### src/rtl/frame_write_controller_if.sv
// Frame-writer bus bundle: upstream 16-bit word stream (valid/ready) plus the
// frame-buffer write port. "master" is the controller's view, "slave" the surroundings.
interface frame_write_controller_if #(
  parameter int unsigned ADDR_WIDTH = 15
);
  logic                  word_valid;
  logic [15:0]           word_data;
  logic                  word_ready;
  logic [ADDR_WIDTH-1:0] address;
  logic [2:0]            pixel;
  logic                  write_enable;

  modport master (
    input  word_valid,
    input  word_data,
    output word_ready,
    output address,
    output pixel,
    output write_enable
  );

  modport slave (
    output word_valid,
    output word_data,
    input  word_ready,
    input  address,
    input  pixel,
    input  write_enable
  );
endinterface

### src/rtl/frame_write_controller.sv
// Writes one 3-bit-per-pixel frame into the VGA frame buffer, optionally clearing it
// first, by slicing a continuous 16-bit word stream into pixels.
//
// state   | meaning
// S_IDLE  | waiting for start, no writes
// S_CLEAR | writing CLEAR_COLOUR to every address
// S_FILL  | pulling words, emitting one pixel write per enabled cycle when >=3 bits buffered
// S_DONE  | frame complete, imageDisplayed held high until the next start
module frame_write_controller #(
  parameter int unsigned PIXEL_COUNT  = 19200,
  parameter int unsigned ADDR_WIDTH   = 15,
  parameter logic [2:0]  CLEAR_COLOUR = 3'b000
) (
  input  logic clock,
  input  logic resetN,
  input  logic start_i,
  input  logic clear_first_i,
  input  logic user_enable_i,
  output logic busy_o,
  output logic frame_done_o,
  output logic image_displayed_o,
  frame_write_controller_if.master fb_if
);

  localparam logic [ADDR_WIDTH-1:0] LAST_ADDR = ADDR_WIDTH'(PIXEL_COUNT - 1);

  typedef enum logic [1:0] {
    S_IDLE,
    S_CLEAR,
    S_FILL,
    S_DONE
  } state_t;

  state_t                state_q, state_d;
  logic [ADDR_WIDTH-1:0] cnt_q, cnt_d;
  logic [17:0]           buf_q, buf_d;
  logic [4:0]            bit_cnt_q, bit_cnt_d;
  logic [ADDR_WIDTH-1:0] address_q, address_d;
  logic [2:0]            pixel_q, pixel_d;
  logic                  write_en_q, write_en_d;
  logic                  frame_done_q, frame_done_d;
  logic                  displayed_q, displayed_d;
  logic                  word_ready;
  logic                  word_hs;

  assign word_ready = (state_q == S_FILL) && user_enable_i && (bit_cnt_q < 5'd3);
  assign word_hs    = word_ready && fb_if.word_valid;

  always_comb begin
    state_d      = state_q;
    cnt_d        = cnt_q;
    buf_d        = buf_q;
    bit_cnt_d    = bit_cnt_q;
    address_d    = address_q;
    pixel_d      = pixel_q;
    write_en_d   = 1'b0;
    frame_done_d = 1'b0;
    displayed_d  = displayed_q;
    if (user_enable_i) begin
      case (state_q)
        S_IDLE, S_DONE: begin
          if (start_i) begin
            state_d     = clear_first_i ? S_CLEAR : S_FILL;
            cnt_d       = '0;
            displayed_d = 1'b0;
          end
        end
        S_CLEAR: begin
          address_d  = cnt_q;
          pixel_d    = CLEAR_COLOUR;
          write_en_d = 1'b1;
          if (cnt_q == LAST_ADDR) begin
            cnt_d   = '0;
            state_d = S_FILL;
          end else begin
            cnt_d = cnt_q + ADDR_WIDTH'(1);
          end
        end
        S_FILL: begin
          // Buffer is MSB-aligned; a new word lands directly below the 0..2 leftover bits.
          if (word_hs) begin
            buf_d     = buf_q | ({fb_if.word_data, 2'b00} >> bit_cnt_q);
            bit_cnt_d = bit_cnt_q + 5'd16;
          end else if (bit_cnt_q >= 5'd3) begin
            pixel_d    = buf_q[17:15];
            address_d  = cnt_q;
            write_en_d = 1'b1;
            buf_d      = {buf_q[14:0], 3'b000};
            bit_cnt_d  = bit_cnt_q - 5'd3;
            if (cnt_q == LAST_ADDR) begin
              state_d      = S_DONE;
              frame_done_d = 1'b1;
              displayed_d  = 1'b1;
              cnt_d        = '0;
              buf_d        = '0;
              bit_cnt_d    = '0;
            end else begin
              cnt_d = cnt_q + ADDR_WIDTH'(1);
            end
          end
        end
        default: state_d = S_IDLE;
      endcase
    end
  end

  always_ff @(posedge clock) begin
    if (!resetN) begin
      state_q      <= S_IDLE;
      cnt_q        <= '0;
      buf_q        <= '0;
      bit_cnt_q    <= '0;
      address_q    <= '0;
      pixel_q      <= '0;
      write_en_q   <= 1'b0;
      frame_done_q <= 1'b0;
      displayed_q  <= 1'b0;
    end else begin
      state_q      <= state_d;
      cnt_q        <= cnt_d;
      buf_q        <= buf_d;
      bit_cnt_q    <= bit_cnt_d;
      address_q    <= address_d;
      pixel_q      <= pixel_d;
      write_en_q   <= write_en_d;
      frame_done_q <= frame_done_d;
      displayed_q  <= displayed_d;
    end
  end

  assign fb_if.word_ready   = word_ready;
  assign fb_if.address      = address_q;
  assign fb_if.pixel        = pixel_q;
  assign fb_if.write_enable = write_en_q;
  assign busy_o             = (state_q == S_CLEAR) || (state_q == S_FILL);
  assign frame_done_o       = frame_done_q;
  assign image_displayed_o  = displayed_q;

endmodule

### src/flat_wrapper.sv
// flat-port wrapper written by rule: the top's interface ports become plain ports
module frame_write_controller_flat 
#(
  parameter int unsigned PIXEL_COUNT  = 19200,
  parameter int unsigned ADDR_WIDTH   = 15,
  parameter logic [2:0]  CLEAR_COLOUR = 3'b000
)
  (clock, resetN, start_i, clear_first_i, user_enable_i, busy_o, frame_done_o, image_displayed_o, fb_if_word_valid, fb_if_word_data, fb_if_word_ready, fb_if_address, fb_if_pixel, fb_if_write_enable);
  frame_write_controller_if #(.ADDR_WIDTH(ADDR_WIDTH)) fb_if_i ();
  input  logic clock;
  input  logic resetN;
  input  logic start_i;
  input  logic clear_first_i;
  input  logic user_enable_i;
  output logic busy_o;
  output logic frame_done_o;
  output logic image_displayed_o;
  input wire logic [$bits(fb_if_i.word_valid)-1:0] fb_if_word_valid;
  input wire logic [$bits(fb_if_i.word_data)-1:0] fb_if_word_data;
  output wire logic [$bits(fb_if_i.word_ready)-1:0] fb_if_word_ready;
  output wire logic [$bits(fb_if_i.address)-1:0] fb_if_address;
  output wire logic [$bits(fb_if_i.pixel)-1:0] fb_if_pixel;
  output wire logic [$bits(fb_if_i.write_enable)-1:0] fb_if_write_enable;
  assign fb_if_i.word_valid = fb_if_word_valid;
  assign fb_if_i.word_data = fb_if_word_data;
  assign fb_if_word_ready = fb_if_i.word_ready;
  assign fb_if_address = fb_if_i.address;
  assign fb_if_pixel = fb_if_i.pixel;
  assign fb_if_write_enable = fb_if_i.write_enable;
  frame_write_controller #(.PIXEL_COUNT(PIXEL_COUNT), .ADDR_WIDTH(ADDR_WIDTH), .CLEAR_COLOUR(CLEAR_COLOUR)) u_core (.clock(clock), .resetN(resetN), .start_i(start_i), .clear_first_i(clear_first_i), .user_enable_i(user_enable_i), .busy_o(busy_o), .frame_done_o(frame_done_o), .image_displayed_o(image_displayed_o), .fb_if(fb_if_i));
endmodule
### config.mk
export PLATFORM = sky130hd
export DESIGN_NAME = frame_write_controller_flat
export DESIGN_NICKNAME = d
export VERILOG_FILES = /design/src/rtl/frame_write_controller_if.sv /design/src/rtl/frame_write_controller.sv /design/src/flat_wrapper.sv
export SDC_FILE = /design/constraint.sdc
export NUM_CORES = 1
export LEC_CHECK = 0
export ABC_AREA = 1
export CAP_MARGIN = 20
export CELL_PAD_IN_SITES_DETAIL_PLACEMENT = 0
export CELL_PAD_IN_SITES_GLOBAL_PLACEMENT = 1
export CORE_MARGIN = 10
export CORE_UTILIZATION = 42
export CTS_CLUSTER_SIZE = 16
export DETAILED_ROUTE_END_ITERATION = 8
export PLACE_DENSITY = 0.95
export SLEW_MARGIN = 20
export SYNTH_ARGS = -nofsm -noshare
export SYNTH_HDL_FRONTEND = slang
export SYNTH_SLANG_ARGS = --single-unit
### constraint.sdc
create_clock -name clock -period 3.8 [get_ports clock]
set_clock_uncertainty 0.2 [all_clocks]
set_input_delay 0.38 -clock clock [delete_from_list [all_inputs] [get_ports clock]]
set_output_delay 0.38 -clock clock [all_outputs]
set_load 0.005 [all_outputs]
# == Word-level counts from Yosys, hierarchy flattened ==
# Cells that the tools add are included.
# totals
ff_bits,61
in_bits,22
output_inout_bits,23
elab_cells,78
# classes
shift,1
add_sub_neg,3
reduce_logical,16
eq_ne,9
muxes,33
n_bitwise,5
magnitude_cmp,2
# ops
op,n
2-to-1 mux 15 bit,6
2-to-1 mux 18 bit,3
case mux 15 bit (3 select lines),1
case mux 15 bit (2 select lines),1
OR 18 bit,1
>> shifter 18 x 5 -> 18 bit,1
"adder 15 x 1 -> 15 bit, second input constant",1
"== test 15 bit, second input constant",1
2-to-1 mux 5 bit,3
2-to-1 mux 2 bit,6
AND reduction 6 bit,2
"!= test 2 bit, second input constant",4
AND reduction 4 bit,2
2-to-1 mux 1 bit,7
2-to-1 mux 3 bit,2
case mux 2 bit (3 select lines),1
case mux 3 bit (2 select lines),1
nonzero test 2 bit,3
"adder 5 bit, second input constant",1
">= comparator 5 x 2 -> 1 bit, second input constant",1
"< comparator 5 x 2 -> 1 bit, second input constant",1
OR reduction 5 bit,1
"subtractor 5 x 2 -> 5 bit, second input constant",1
"== test 2 bit, second input constant",2
other kinds (10),16

# == Logic depth before layout (Yosys ltp) ==
# Gate-level depths: netlist of run 1.
# depth
word_depth,6
mapped_depth,14
ltp_nobuf,14

# == Worst setup path after synthesis of run 1 ==
# OpenSTA, ideal clock, no wires.
# synth_path
kind,register -> register
start,register u_core.state_q[0]
end,register u_core.cnt_q[0]
path_slack_ns,1.882
period_less_slack_ns,1.918
stages_incl_launch_ff,12
setup_time_ns,0.070
arrival_time_ns,1.649
cell_sequence,dfxtp_1 -> inv_1 -> ha_1 -> buf_4 -> inv_2 -> or2_2 -> nand2_4 -> nor2_8 -> buf_6 -> nand2_1 -> nand2_1 -> a21oi_1
# synth_via
elab_chain_len,6
word_cells_on_any_way,13
cone_classes,eq/ne (6); mux (1); reduce/logical (6)
# synth_lines
element,line_no,source
from (decl),frame_write_controller.sv:34,"state_t state_q, state_d;"
from (signal assigned),frame_write_controller.sv:119,state_q <= state_d;
== test 2 bit,"frame_write_controller.sv:46, frame_write_controller.sv:60",
logical AND 1 bit (2 in a row),frame_write_controller.sv:46,assign word_ready = (state_q == S_FILL) && user_enable_i && (bit_cnt_q < 5'd3);
logical AND 1 bit,frame_write_controller.sv:47,assign word_hs = word_ready && fb_if.word_valid;
!= test 2 bit (no line),--,
AND reduction 4 bit (no line),--,
to (signal assigned),frame_write_controller.sv:120,cnt_q <= cnt_d;
to (decl),frame_write_controller.sv:35,"logic [ADDR_WIDTH-1:0] cnt_q, cnt_d;"
# Parallel ways exist; a longest one is shown, timed or not.
# A chain may end at the register's enable or synchronous reset.

# == Worst setup path in the final report of run 1 ==
# layout_path
start,register u_core.state_q[0]
end,output port busy_o
# layout_via
elab_chain_len,2
word_cells_on_any_way,3
cone_classes,eq/ne (2); reduce/logical (1)
# layout_lines
element,line_no,source
== test 2 x 1 -> 1 bit or == test 2 bit (tied branches),frame_write_controller.sv:135,assign busy_o = (state_q == S_CLEAR) || (state_q == S_FILL);
logical OR 1 bit *,frame_write_controller.sv:135,
to (decl),flat_wrapper.sv:15,output logic busy_o;
# Mark *: on every way between the ends. The rest lies on a longest branch, timed or not.

==> results of run 1 <==
==> synth_stat cells, drive strengths merged, types with 4 or more instances <==
master    n  area, um^2
nand2   217         847
nand3    82         445
nor2     62         257
dfxtp    61        1220
inv      53         201
a21oi    42         218
o21ai    24         120
nand4    21         131
buf      20         151
clkbuf   10        37.5
a21boi    7        52.6
nor3      7        40.0
ha        4        50.1
xor2      4        35.0
==> power groups by stage <==
stage          Sequential [uW]  Combinational (uW)  Clock [uW]
2_1_floorplan              689                 247           0
3_3_place_gp               698                 312           0
3_5_place_dp               699                 317           0
4_1_cts                    684                 318         665
5_1_grt                    687                 360         690
6_report                   685                 317         654
==> sequential cells by signal, indices dropped and copies added, names as in the netlist <==
name and flops:
u_core.buf_q 18, u_core.cnt_q 15, u_core.fb_if.address 15, u_core.bit_cnt_q 5, u_core.fb_if.pixel 3, u_core.state_q 2
u_core.fb_if.write_enable 1, u_core.frame_done_o 1, u_core.image_displayed_o 1
==> per-stage QoR <==
step | setup slack (ns) | util | cell area (um^2)
2_1_floorplan | 1.88 | - | 3820
4_1_cts | 0.972 | 0.504 | 4440
3_5_place_dp | 1.27 | 0.479 | 4210
6_report | 0.998 | 0.504 | 4440
3_3_place_gp | 1.35 | 0.479 | 4210
5_1_grt | 0.890 | 0.504 | 4440
==> critical path: stages (launching register included) <==
cell and delay, ns:
dfxtp_1 0.36, inv_1 0.06, ha_1 0.43, inv_2 0.41, clkdlybuf4s50_1 0.60
==> cell type report <==
type,count,area (um^2),share of cell area
sequential,61,1220,0.275
multi-input combinational,472,2210,0.498
tap,108,135,0.0304
clock buffer,10,138,0.0310
inverter,53,201,0.0454
timing repair buffer,45,448,0.101
clock inverter,6,86.3,0.0195
==> kinds of logic (layout without fill, tap and decap cells) <==
group / count (synthesis) / after routing
simple gates: 390 / 390
buf+inv: 83 / 114
compound gates: 74 / 74
flops: 61 / 61
fa+ha+maj: 4 / 4
xor+xnor: 4 / 4
==> how the worst max path moves through the flow <==
stage                          end         startpoint  cells past startpoint  slack (ns)
4_1_cts                     busy_o  u_core.state_q[0]                      4        0.97
2_1_floorplan      u_core.cnt_q[0]  u_core.state_q[0]                     11        1.88
3_3_place_gp   u_core.bit_cnt_q[2]      user_enable_i                      9        1.35
3_5_place_dp      u_core.cnt_q[13]  u_core.state_q[0]                      9        1.27
6_report                    busy_o  u_core.state_q[0]                      4         1.0
5_1_grt                     busy_o  u_core.state_q[0]                      4        0.89
==> routing by layer <==
layer  vias up  GRT usage  part of all wire
li1       2050          -                 -
met1      1855      0.186              0.43
met2        74      0.287              0.52
met3        12     0.0406             0.038
met4         0     0.0431             0.011
met5         -          0                 0
==> flow_metrics.py, run 1 <==
metrics = {
    "run_status": {
        "outcome": "finished, final reports clean",
    },
    "placed_design": {
        "dp_cells": 739,
        "hpwlAfterDp_mm": 7.76,
        "io_buffers": 44,
        "gp_congestion": 0.872,
    },
    "route": {
        "wl_mm": 10.4,
        "ant_nets": 0,
        "drt-initial-drc-count": 246,
        "num_vias": 3991,
        "drt_drc_violations_left": 0,
        "first_pass_iters": 5,
        "wl_per_cell_um": 13.8,
        "routed_via_density": 5.29,
    },
    "timing": {
        "fmax_mhz": 357,
        "rsz0062_at_grt": "no",
        "fin_crit_ns": 2.80,
        "hold_viol_final": 0,
        "finalCritPeriodShare": 0.737,
        "final-max-slew-violation-count": 0,
        "whs_ns": 0.249,
        "max_slew_margin": 0.363,
        "worst_pin_slew_ns": 0.955,
        "fin_tns_setup_ns": 0,
        "setup_viol": 0,
    },
    "synthesis": {
        "synthMuxAreaShare": 0,
        "ys_ff_latch": 61,
        "synthAdderAreaFrac": 0.0131,
        "postSynthCellCount": 616,
        "synth_top_family_by_area": "simple AND/OR/NAND/NOR gates",
        "yosys.area_share.simple": 0.452,
        "synth.distinct_cells": 30,
        "syn_nets": 642,
        "synth-compound-area-share": 0.104,
        "synth_seq_area_share": 0.320,
        "synth_edf_count": 0,
        "synth_ff_type": "dfxtp_1",
        "synth-warning-count": 0,
        "netlist_area_mm2": 0.00382,
        "async_flop_share": 0,
        "synth.avg_cell_area_um2": 6.20,
        "synth_xor_area_frac": 0.00917,
    },
    "setup_path": {
        "r2r_end": "u_core.cnt_q[13]",
        "critPathLaunchType": "flip-flop",
        "crit_type": "reg -> out",
        "reg2reg_depth": 9,
        "cp_data_arrival_time_ns": 2.22,
        "crit_path_max_fanout": 26,
        "cp-end-kind": "output pin",
        "r2r-start": "u_core.state_q[0]",
        "r2r_slack_ns": 1.25,
        "critPathRequiredTime_ns": 3.22,
    },
    "power_and_ir_drop": {
        "p_leak_uw": 0.00185,
        "p_sw_uw": 502,
        "peakVddDrop_uv": 209,
        "power.internal_uw": 1150,
        "power_frac_clock": 0.395,
        "p_comb_frac": 0.191,
        "swShare": 0.303,
        "p_total_uw": 1660,
        "p_seq_frac": 0.414,
        "powerDensity_mw_per_mm2": 373,
    },
    "min_path": {
        "hold_start": "u_core.image_displayed_o",
        "hold_class": "reg -> reg",
        "hold-path-endpoint": "u_core.image_displayed_o",
        "hold_path_depth": 2,
    },
    "global_route": {
        "grt_max_degree": 30,
        "grt_pass1_wl_mm": 17.6,
        "overflow": 0,
        "track_usage": 0.161,
        "grt_pass1_vias": 3771,
        "antenna_found_initial": 0,
    },
    "clock_network": {
        "cts-root-buf": "clkbuf_8",
        "cts_setup_buffers": 0,
        "cts.sinks": 61,
        "path_clk_slew_ns": 0.08,
        "ctsHtreeMaxLevel": 3,
        "hold_buffers": 0,
        "clk_latency_ns": 0.35,
        "cts_tree": "yes",
        "clockBufferDepth": 2,
        "cts_resized": 0,
        "numCtsBuffers": 9,
    },
    "layout": {
        "area_delta_synth_final_pct": 16.2,
        "layout_commonest_cell": "nand2_1",
        "n_antenna_cell": 0,
        "num-fill-cells": 930,
        "mostFrequentLayoutCells": "208 x nand2_1, 78 x nand3_1, 61 x dfxtp_1, 60 x nor2_1, 44 x clkdlybuf4s50_1",
        "final_nets": 668,
        "final_cells": 755,
        "drive_gt1_frac": 0.0726,
    },
    "die": {
        "core_area_mm2": 0.00881,
        "placementRows": 34,
        "die_area_mm2": 0.0133,
        "dieHeight_um": 115,
        "io_pins": 45,
        "die_w_um": 115,
        "start_util": 0.434,
    },
    "flow_run": {
        "cap_violations": 0,
    },
}
No activity file was read; power rests on OpenSTA's default activity.
==> run 2, diff against run 1 <==
CORE_UTILIZATION = 35   (was 42)
PLACE_DENSITY = 0.87   (was 0.95)
clock period = 2.3 ns   (was 3.8 ns; I/O delays follow)
==> run 2 against run 1 <==
Combinational power increased by 83%. Global-route usage fell by 2.4 points. Count of clock-buffer cells in the layout stayed put. Hold slack better by 0.0047 ns. Via count up 0.53%. Cell area is 4.7% higher. Worst setup slack got worse by 0.84 ns. Core utilization shrank 7.2 points. Die area rose by 16%.
==> flow_metrics.py, run 2 (same netlist as run 1, synthesis figures left out) <==
metrics = {
    "global_route": {
        "grt_max_degree": 25,
        "overflow": 0,
        "grt_pass1_vias": 3864,
        "track_usage": 0.137,
        "antenna_found_initial": 0,
        "grt_pass1_wl_mm": 18.3,
    },
    "min_path": {
        "hold_class": "reg -> reg",
    },
    "route": {
        "drt-initial-drc-count": 310,
        "routed_via_density": 4.97,
        "num_vias": 4012,
        "first_pass_iters": 5,
        "wl_mm": 10.7,
        "drt_drc_violations_left": 0,
        "wl_per_cell_um": 13.3,
        "ant_nets": 0,
    },
    "timing": {
        "finalCritPeriodShare": 0.931,
        "setup_viol": 0,
        "worst_pin_slew_ns": 0.431,
        "fin_crit_ns": 2.14,
        "hold_viol_final": 0,
        "fmax_mhz": 467,
        "final-max-slew-violation-count": 0,
        "fin_tns_setup_ns": 0,
        "whs_ns": 0.254,
        "rsz0062_at_grt": "no",
        "max_slew_margin": 0.713,
    },
    "power_and_ir_drop": {
        "peakVddDrop_uv": 320,
        "p_leak_uw": 0.00198,
        "powerDensity_mw_per_mm2": 607,
    },
    "clock_network": {
        "cts_tree": "yes",
        "cts.sinks": 61,
        "numCtsBuffers": 9,
        "clk_latency_ns": 0.34,
        "cts_setup_buffers": 0,
        "cts-root-buf": "clkbuf_8",
        "hold_buffers": 0,
        "path_clk_slew_ns": 0.07,
        "clockBufferDepth": 2,
        "ctsHtreeMaxLevel": 3,
    },
    "setup_path": {
        "r2r-start": "u_core.cnt_q[0]",
        "reg2reg_depth": 13,
        "r2r_end": "u_core.cnt_q[3]",
        "critPathLaunchType": "flip-flop",
        "crit_type": "reg -> out",
        "r2r_slack_ns": 0.30,
        "crit_path_start": "u_core.state_q[0]",
        "endpoint": "busy_o",
        "crit_path_max_fanout": 3,
        "cp-end-kind": "output pin",
        "critPathRequiredTime_ns": 1.87,
        "cp_data_arrival_time_ns": 1.71,
    },
    "placed_design": {
        "dp_cells": 792,
        "io_buffers": 44,
        "gp_congestion": 0.887,
        "hpwlAfterDp_mm": 8.33,
    },
    "layout": {
        "drive_gt1_frac": 0.100,
        "largest_register": "u_core.buf_q",
        "num-fill-cells": 1167,
        "area_delta_synth_final_pct": 21.7,
        "post-route-util": 0.432,
        "largest_register_ffs": 18,
        "n_antenna_cell": 0,
        "final_nets": 689,
        "layout_commonest_cell": "nand2_1",
        "final_cells": 807,
        "mostFrequentLayoutCells": "208 x nand2_1, 78 x nand3_1, 61 x dfxtp_1, 60 x nor2_1, 43 x clkdlybuf4s50_1",
    },
    "die": {
        "placementRows": 38,
        "io_pins": 45,
        "core_area_mm2": 0.0107,
        "die_area_mm2": 0.0155,
        "dieHeight_um": 124,
        "start_util": 0.355,
        "die_w_um": 124,
    },
    "flow_run": {
        "cap_violations": 0,
    },
    "run_status": {
        "outcome": "finished, final reports clean",
    },
}
-- run 2: worst max-delay path, cell delays in order, from the launching register on --
cell,delay (ns)
dfxtp_1,0.36
inv_1,0.06
ha_1,0.31
inv_2,0.07
clkdlybuf4s50_1,0.58
-- run 2: final cells by class --
cell class                      instances  area [um^2]  share of cell area
Multi-Input combinational cell        472         2210               0.476
Tap cell                              140          175              0.0377
Inverter                               53          201              0.0433
Sequential cell                        61         1220               0.263
Clock inverter                          5          100              0.0215
Timing Repair Buffer                   66          608               0.131
Clock buffer                           10          128              0.0275
-- run 2: power breakdown --
part	switching, uW	internal [uW]
Combinational	371	210
Clock	413	711
Sequential	26.0	1090
-- run 2: worst min path at each step --
stage | from | endpoint | slack (ns) | cells after the start
floorplan | user_enable_i | u_core.fb_if.write_enable | 0.18 | 2
CTS | u_core.buf_q[0] | u_core.buf_q[0] | 0.26 | 2
global route | u_core.fb_if.pixel[0] | u_core.fb_if.pixel[0] | 0.28 | 2
finish | u_core.buf_q[0] | u_core.buf_q[0] | 0.25 | 2
global placement | u_core.image_displayed_o | u_core.image_displayed_o | 0.24 | 2
detailed placement | u_core.buf_q[0] | u_core.buf_q[0] | 0.25 | 2
-- run 2: metal layers --
metal,vias up,wire length [um],GRT usage
met3,12,465,0.0319
met1,1840,4590,0.159
met4,0,158,0.0350
met5,-,0,0
li1,2088,-,-
met2,72,5500,0.244
-- run 2: stage by stage --
stage	total power, uW	worst slack [ns]	area [um^2]
after floorplan	1550	0.382	3820
after global placement	1720	0.238	4410
after detailed placement	1720	0.262	4410
after CTS	2850	0.0755	4640
after global routing	2980	0.0531	4650
final	2820	0.159	4650
-- run 2: timing repair --
action | CTS | global route
setup endpoints to repair | 0 | 1
resized for setup | 0 | 2
hold endpoints to repair | 0 | 0
